### src/rtl/decoy_rx.sv
// Decoy-flag receiver: packs per-slot decoy bits into WORD_W-bit words aligned to PPS epochs.
// Optional DECOY_RX_CNT_EN adds a per-epoch count of decoy_in=1 slots on output decoy_cnt.
module decoy_rx #(
  parameter int WORD_W = 32
) (
  input  logic              clk240,
  input  logic              rst_240,
  input  logic              pps_i,
  input  logic              pps_trigger,
  input  logic              slot_en,
  input  logic              decoy_in,
  output logic [WORD_W-1:0] m_tdata,
  output logic              m_tvalid,
  input  logic              m_tready,
  output logic              m_tuser,
  output logic              overflow,
`ifdef DECOY_RX_CNT_EN
  output logic [31:0]       decoy_cnt,
`endif
  output logic [1:0]        state_o
);

  localparam int CNT_W = $clog2(WORD_W);

  typedef enum logic [1:0] {
    ST_IDLE     = 2'b00,
    ST_WAIT_PPS = 2'b01,
    ST_RUN      = 2'b10
  } state_t;

  state_t             r_state;
  state_t             w_state_next;

  logic               r_pps_s1;
  logic               r_pps_s2;
  logic               r_pps_d;
  logic               r_pps_edge;
  logic [1:0]         r_warm;
  logic               r_pps_low_seen;

  logic [CNT_W-1:0]   r_slot_cnt;
  logic [WORD_W-1:0]  r_shift;
  logic               r_first;

  logic               w_pps_edge;
  logic               w_run;
  logic               w_boundary;
  logic               w_capture;
  logic               w_complete;
  logic               w_xfer;
  logic               w_arm;
  logic               w_first;
  logic [CNT_W-1:0]   w_base_cnt;
  logic [WORD_W-1:0]  w_word;

  // PPS synchronizer and edge detector. An edge is only accepted once the
  // synchronized level has been seen low after reset, so a PPS that is
  // already high when reset releases never produces a spurious boundary.
  // NOTE: all sequential state uses non-blocking assignments so every flop
  // samples the pre-edge value of its neighbours.
  always_ff @(posedge clk240) begin
    if (!rst_240) begin
      r_pps_s1       <= 1'b0;
      r_pps_s2       <= 1'b0;
      r_pps_d        <= 1'b0;
      r_pps_edge     <= 1'b0;
      r_warm         <= 2'b00;
      r_pps_low_seen <= 1'b0;
    end else begin
      r_pps_s1       <= pps_i;
      r_pps_s2       <= r_pps_s1;
      r_pps_d        <= r_pps_s2;
      r_pps_edge     <= r_pps_s2 & ~r_pps_d & r_pps_low_seen;
      r_warm         <= {r_warm[0], 1'b1};
      r_pps_low_seen <= r_pps_low_seen | (r_warm[1] & ~r_pps_s2);
    end
  end

  assign w_pps_edge = r_pps_edge;

  always_ff @(posedge clk240) begin
    if (!rst_240) r_state <= ST_IDLE;
    else          r_state <= w_state_next;
  end

  // NOTE: every always_comb output gets a default first, so no path can
  // leave a signal unassigned and infer a latch.
  always_comb begin
    w_state_next = r_state;
    case (r_state)
      ST_IDLE:     if (pps_trigger) w_state_next = ST_WAIT_PPS;
      ST_WAIT_PPS: if (w_pps_edge)  w_state_next = ST_RUN;
      ST_RUN:      w_state_next = ST_RUN;
      default:     w_state_next = ST_IDLE;
    endcase
    if (!pps_trigger) w_state_next = ST_IDLE;
  end

  assign state_o    = r_state;
  assign w_run      = (r_state == ST_RUN) && pps_trigger;
  assign w_boundary = w_pps_edge && pps_trigger &&
                      ((r_state == ST_RUN) || (r_state == ST_WAIT_PPS));
  assign w_capture  = slot_en && w_run;
  assign w_xfer     = m_tvalid && m_tready;
  assign w_arm      = (r_state == ST_IDLE) && pps_trigger;

  // The epoch boundary is applied before the slot write, so a slot landing
  // on the boundary cycle becomes bit 0 of a fresh word.
  always_comb begin
    w_base_cnt = w_boundary ? '0 : r_slot_cnt;
    w_word     = w_boundary ? '0 : r_shift;
    w_first    = w_boundary | r_first;
    if (w_capture) w_word[w_base_cnt] = decoy_in;
  end

  assign w_complete = w_capture && (w_base_cnt == CNT_W'(WORD_W - 1));

  always_ff @(posedge clk240) begin
    if (!rst_240) begin
      r_slot_cnt <= '0;
      r_shift    <= '0;
      r_first    <= 1'b0;
      m_tdata    <= '0;
      m_tvalid   <= 1'b0;
      m_tuser    <= 1'b0;
      overflow   <= 1'b0;
    end else begin
      if (!w_run) begin
        r_slot_cnt <= '0;
        r_shift    <= '0;
      end else if (w_capture) begin
        r_slot_cnt <= w_base_cnt + CNT_W'(1);
        r_shift    <= w_complete ? '0 : w_word;
      end else begin
        r_slot_cnt <= w_base_cnt;
        r_shift    <= w_word;
      end

      if (!pps_trigger)    r_first <= 1'b0;
      else if (w_complete) r_first <= 1'b0;
      else                 r_first <= w_first;

      // A held word blocks a new one unless it transfers on this same edge.
      if (w_complete && (!m_tvalid || w_xfer)) begin
        m_tdata  <= w_word;
        m_tuser  <= w_first;
        m_tvalid <= 1'b1;
      end else if (w_xfer) begin
        m_tvalid <= 1'b0;
      end

      if (w_arm)
        overflow <= 1'b0;
      else if (w_complete && m_tvalid && !w_xfer)
        overflow <= 1'b1;
    end
  end

`ifdef DECOY_RX_CNT_EN
  logic [31:0] r_acc;
  logic        w_cnt_inc;

  assign w_cnt_inc = w_capture && decoy_in;

  always_ff @(posedge clk240) begin
    if (!rst_240) begin
      r_acc     <= '0;
      decoy_cnt <= '0;
    end else if (w_pps_edge) begin
      decoy_cnt <= r_acc;
      r_acc     <= 32'(w_cnt_inc);
    end else if (w_cnt_inc) begin
      r_acc     <= r_acc + 32'd1;
    end
  end
`endif

endmodule

### config.mk
export PLATFORM = sky130hd
export DESIGN_NAME = decoy_rx
export DESIGN_NICKNAME = d
export VERILOG_FILES = /design/src/rtl/decoy_rx.sv
export SDC_FILE = /design/constraint.sdc
export NUM_CORES = 1
export LEC_CHECK = 0
export ABC_AREA = 1
export CORE_MARGIN = 2
export CORE_UTILIZATION = 25
export CTS_BUF_LIST = sky130_fd_sc_hd__clkbuf_16
export CTS_CLUSTER_SIZE = 20
export DETAILED_ROUTE_END_ITERATION = 10
export GPL_TIMING_DRIVEN = 0
export PLACE_DENSITY = 0.39
export SYNTH_ARGS = -nofsm -noshare
export SYNTH_HDL_FRONTEND = slang
export SYNTH_SLANG_ARGS = --single-unit
export TNS_END_PERCENT = 5
### constraint.sdc
create_clock -name clk240 -period 2.7 [get_ports clk240]
set_clock_uncertainty 0.15 [all_clocks]
set_input_delay 0.54 -clock clk240 [delete_from_list [all_inputs] [get_ports clk240]]
set_output_delay 0.54 -clock clk240 [all_outputs]
set_load 0.01 [all_outputs]
### After elaboration in Yosys (flattened, before gate mapping)

Index checks and enable logic that the tools add are counted.

* flip-flop bits (word level): 82
* bits of input ports: 7
* output and inout bits: 37

* add/sub/neg operators: 1
* $lt $le $gt $ge: 2
* equal/unequal tests: 4
* mux-type cells: 14
* bitwise operators: 9
* reductions and logical operators: 21

Operators by type and width (number)
* $mux 32: 4
* $bwmux 32: 1
* $logic_and 1x1->1: 11
* $mux 5: 2
* $lt 5x6->1 const B: 1
* $pmux 2 s3: 1
* $add 5x1->5 const B: 1
* $demux 1 s5: 1
* $eq 5x5->1 const B: 1
* $ge 5x1->1 const B: 1
* $mux 1: 4
* $not 1->1: 4
* $reduce_and 2->1: 2
* $and 1x1->1: 3
* $reduce_or 3->1: 1
* $eq 2x1->1 const B: 1
* $eq 2x2->1 const B: 1
* $logic_not 1->1: 2
* $logic_not 2->1: 1
* $logic_or 1x1->1: 2
* $mux 2: 1
* $ne 2x2->1 const B: 1
* $or 1x1->1: 2
* $reduce_bool 2->1: 1
* $reduce_or 2->1: 1

### Logic depth before layout (Yosys ltp)

* depth after elaboration: 12
* depth in mapped cells: 12
* mapped depth without buffers: 10

### Worst setup path before layout

No wires, ideal clock.

* path kind: register -> register
* start point: register r_state[0], in the netlist state_o[0]
* end point: register m_tdata[25]
* library setup time: 0.126 ns
* arrival: 1.943 ns
* setup slack: 0.480 ns
* stages on the path, launching flop included: 12
* buffers on the path: 2
* period minus slack after synthesis: 2.220 ns
* cell sequence: dfxtp_1 > inv_1 > ha_1 > nand3_4 > nand2_1 > nor3_1 > ha_1 > nand2_2 > nor2_2 > buf_4 > buf_2 > a21oi_1

* longest elaborated chain between the ends: 10

Ends and longest elaborated chain
* start, declared: line 31 `state_t r_state;`
* start signal, assigned: line 83 `else r_state <= w_state_next;`
* $eq 2x2->1 / $eq 2x1->1 (equally long branches): line 100, 102
* $logic_or 1x1->1: line 102 `((r_state == ST_RUN) || (r_state == ST_WAIT_PPS));`
* $logic_and 1x1->1: line 101 `assign w_boundary = w_pps_edge && pps_trigger &&`
* $mux 5: line 110 `w_base_cnt = w_boundary ? '0 : r_slot_cnt;`
* $lt 5x6->1 (implied by the code) / $ge 5x1->1 (equally long branches): line 113 `if (w_capture) w_word[w_base_cnt] = decoy_in;`
* $logic_and 1x1->1 (implied by the code): line 113
* $mux 1 (implied by the code): line 113
* $demux 1 s5: line 113
* $bwmux 32: line 113
* $mux 32: line 113
* end signal, assigned: line 145 `m_tdata <= w_word;`
* end, declared: line 12 `output logic [WORD_W-1:0] m_tdata,`

Parallel ways exist; a longest one is shown, timed or not.
A chain may end at the register's enable or synchronous reset.

### Final worst setup path

* start point: register r_state[0], in the netlist state_o[0]
* end point: register m_tdata[27]

Same word-level chain as after synthesis.

==> metrics.md <==
| Metric | Value |
|---|---|
| Crit path max-delay cell type | `dfxtp_1` |
| Die width | `121.2 um` |
| Reg area | `0.001642 mm^2` |
| Req. time, crit path | `2.77 ns` |
| IO Pins | `44` |
| Final Hold Fails | `0` |
| Mapped Nets | `473` |
| Fin crit period | `2.460 ns` |
| Main area contributors after synthesis | `dfxtp_1, nand2_1, o21ai_0` |
| Reg clk slew, reported paths | `0.06 ns` |
| Synth area leader | `dfxtp_1` |
| Reg2Reg Depth | `11` |
| R2R Path End | `m_tdata[27]` |
| Placed Cells incl. Taps | `680` |
| Clock buffer depth | `2` |
| GRT overflow | `0` |
| DR WL/cell | `13.74 um` |
| Hold wc startpoint | `r_pps_d` |
| Total CTS buffers | `9` |
| Element type at the critical path end | `flop` |
| Seq/Total Area, Yosys | `47.81%` |
| Post-synth EDFFs | `0` |
| Hold endpoint | `r_pps_edge` |
| Diode count | `0` |
| Clk sink count | `82` |
| Met3 GRT Util | `2.397%` |
| Clk root buf | `clkbuf_16` |
| Max_cap viols | `0` |
| Via count | `3,059` |
| Setup-failing EPs final | `0` |
| Area share of the largest cell type after synthesis | `47.81%` |
| Worst slew pin tran | `0.5574 ns` |
| Prevailing post-synth register cell | `dfxtp_1` |
| Worst-path fanout max | `10` |
| Number of fill cells | `1,489` |
| Hold Path Class | `flop to flop` |
| Layout area overhead | `27.88%` |
| FMAX | `406.6 MHz` |
| Drt initial violations | `142` |
| Starting Density | `25.72%` |
| Tot GR Track Use | `13.95%` |
| Buffers on Ports | `43` |
| Slew HR | `62.84%` |
| Synthesized flop and latch total | `82` |
| Leak | `1.701 nW` |
| Hold Path Stages | `1` |
| Arrival time worst endpoint | `2.53 ns` |
| RSZ-0062 raised after global routing | `no` |
| Initial antenna violation count | `0` |
| Die Area | `0.01469 mm^2` |
| Hold_ws | `0.2466 ns` |
| Met1 GRT Util | `19.58%` |
| Met2 usage | `21.21%` |
| Post-Route WL | `9560 um` |
| Clk_lat worst skew | `0.34 ns` |
| Async set or reset register ratio after synthesis | `0%` |
| CP Cell Sequence | `inv_1, ha_1, nand3_4, nand2_1, nor3_2, ha_1, nand2_2, nor2_4, buf_6, buf_2, a21oi_1` |
| Multi-input logic area | `0.001550 mm^2` |
| Die height | `121.2 um` |
| Setup CP Type | `flop to flop` |
| Total design power | `2.493 mW` |
| Postcts setup bufs | `0` |
| Post-route ant nets | `0` |
| Synth cell types | `26` |
| DR pass1 iterations | `4` |
| Setup total negative slack | `0 ns` |
| Status | `complete, no violations` |
| Non-Filler Instances | `696` |
| Mapped Cells | `461` |
| Gpl congestion | `0.7439` |
| Final Max Tran Viols | `0` |
| Via density | `4.395` |
| Row cnt | `42` |
| # nets final | `527` |
| DRC viols | `0` |
| Most frequent CP cell | `ha_1` |
| Fin crit share | `91.10%` |
| FF-to-FF Start | `state_o[0]` |
| Largest net degree at the start of global routing | `14` |
| Fraction of final layout cells sized beyond drive strength 1 | `9.615%` |
| First-pass GRT wire length | `15,520 um` |
| Layer with the highest usage | `met2` |
| R2R Setup Slk | `0.24 ns` |
| CTS HTree Levels | `3` |
| Worst Setup Start Kind | `flop` |
| Max stage delay on crit path | `0.36 ns` |
| Most frequent cell after synthesis | `nand2_1` |
| CTS tree | `yes` |
| Vias in the first global route | `2,856` |
| Core footprint | `0.01335 mm^2` |
| HPWL Detailed | `6595 um` |
| P per Cell Area | `567.9 mW/mm^2` |
| Synthesized area | `0.003433 mm^2` |
| Syn_area_per_cell | `7.447 um^2` |
| Warnings, synthesis | `0` |
| Maximum VDD drop | `0.2747 mV` |
| Synth top cells by count | `nand2_1, dfxtp_1, nor2_1, o21ai_0` |
## critical path: cells and delay by family (launching register included)
kind | cells | cell delay [ns]
DFF | 1 | 0.36
AOI/OAI and AO/OA | 1 | 0.09
and+or+nand+nor | 5 | 0.70
buffers and inverters | 3 | 0.50
adders and majority gates | 2 | 0.53
## sequential cells by signal, summed over array words and instances, names as in the netlist, 2 cells and up
signal	flops
m_tdata	32
r_shift	32
r_slot_cnt	5
r_warm	2
state_o	2
## final cells by class
class                      instances  area share, %
clock buffer                       9          5.130
buffer                            25          3.562
timing repair buffer              43          9.803
multi-input combinational        326          35.31
tap                              176          5.016
inverter                          28          2.394
sequential                        82          37.39
clock inverter                     7          1.396
## per-stage QoR
step	setup WS [ns]	utilization, %	instance area, um^2
floorplan	0.4804	-	3433
global placement	-0.3487	30.60	4084
detailed placement	-0.3234	30.60	4084
CTS	0.04311	32.75	4372
global route	0.004760	32.89	4390
finish	0.2404	32.89	4390
## where the power goes
group,internal (mW),total (mW),switching (mW)
Clock,0.705,1.20,0.497
Sequential,1.22,1.22,0.00314
Combinational,0.0251,0.0720,0.0469
## routing by layer
layer  vias to the layer above  wire (um)
li1                       1586          -
met1                      1412       4736
met2                        49       4401
met3                        12        255
met4                         0        167
met5                         -          0
## cell families after synthesis
group,Yosys count,share of synthesized area (%)
flops,82,47.81
fa+ha+maj,5,1.822
simple gates,239,30.14
buf+inv,53,7.325
compound gates,82,12.90
## what timing repair did
item                                    4_1_cts  5_1_grt
hold endpoints to repair                      0        0
gates cloned                                  0        0
gates resized for setup                       1        6
endpoints found under the setup margin       10       48
hold buffers                                  0        0
## layout by cell type (no fill, tap or decap), types with 5 or more instances in the layout
cell type        synthesis  final
nand2_1                140    140
dfxtp_1                 82     82
nor2_1                  47     47
clkdlybuf4s50_1          0     43
o21ai_0                 39     39
nand3_1                 34     34
a21oi_1                 34     34
inv_1                   26     27
clkbuf_16                0      9
clkbuf_1                 8      8
buf_2                    6      6
buf_6                    5      6
nor2_4                   4      5
ha_1                     5      5
## how the worst max path moves through the flow
stage	depth (start not counted)	endpoint	start	slack [ns]
finish	11	m_tdata[27]	state_o[0]	0.24
global route	12	m_tdata[16]	state_o[0]	0.005
CTS	10	r_shift[10]	state_o[0]	0.04
detailed placement	9	r_shift[3]	pps_trigger	-0.32
global placement	9	r_shift[5]	pps_trigger	-0.35
floorplan	11	m_tdata[25]	state_o[0]	0.48
Power figures use the tool's default switching activity.
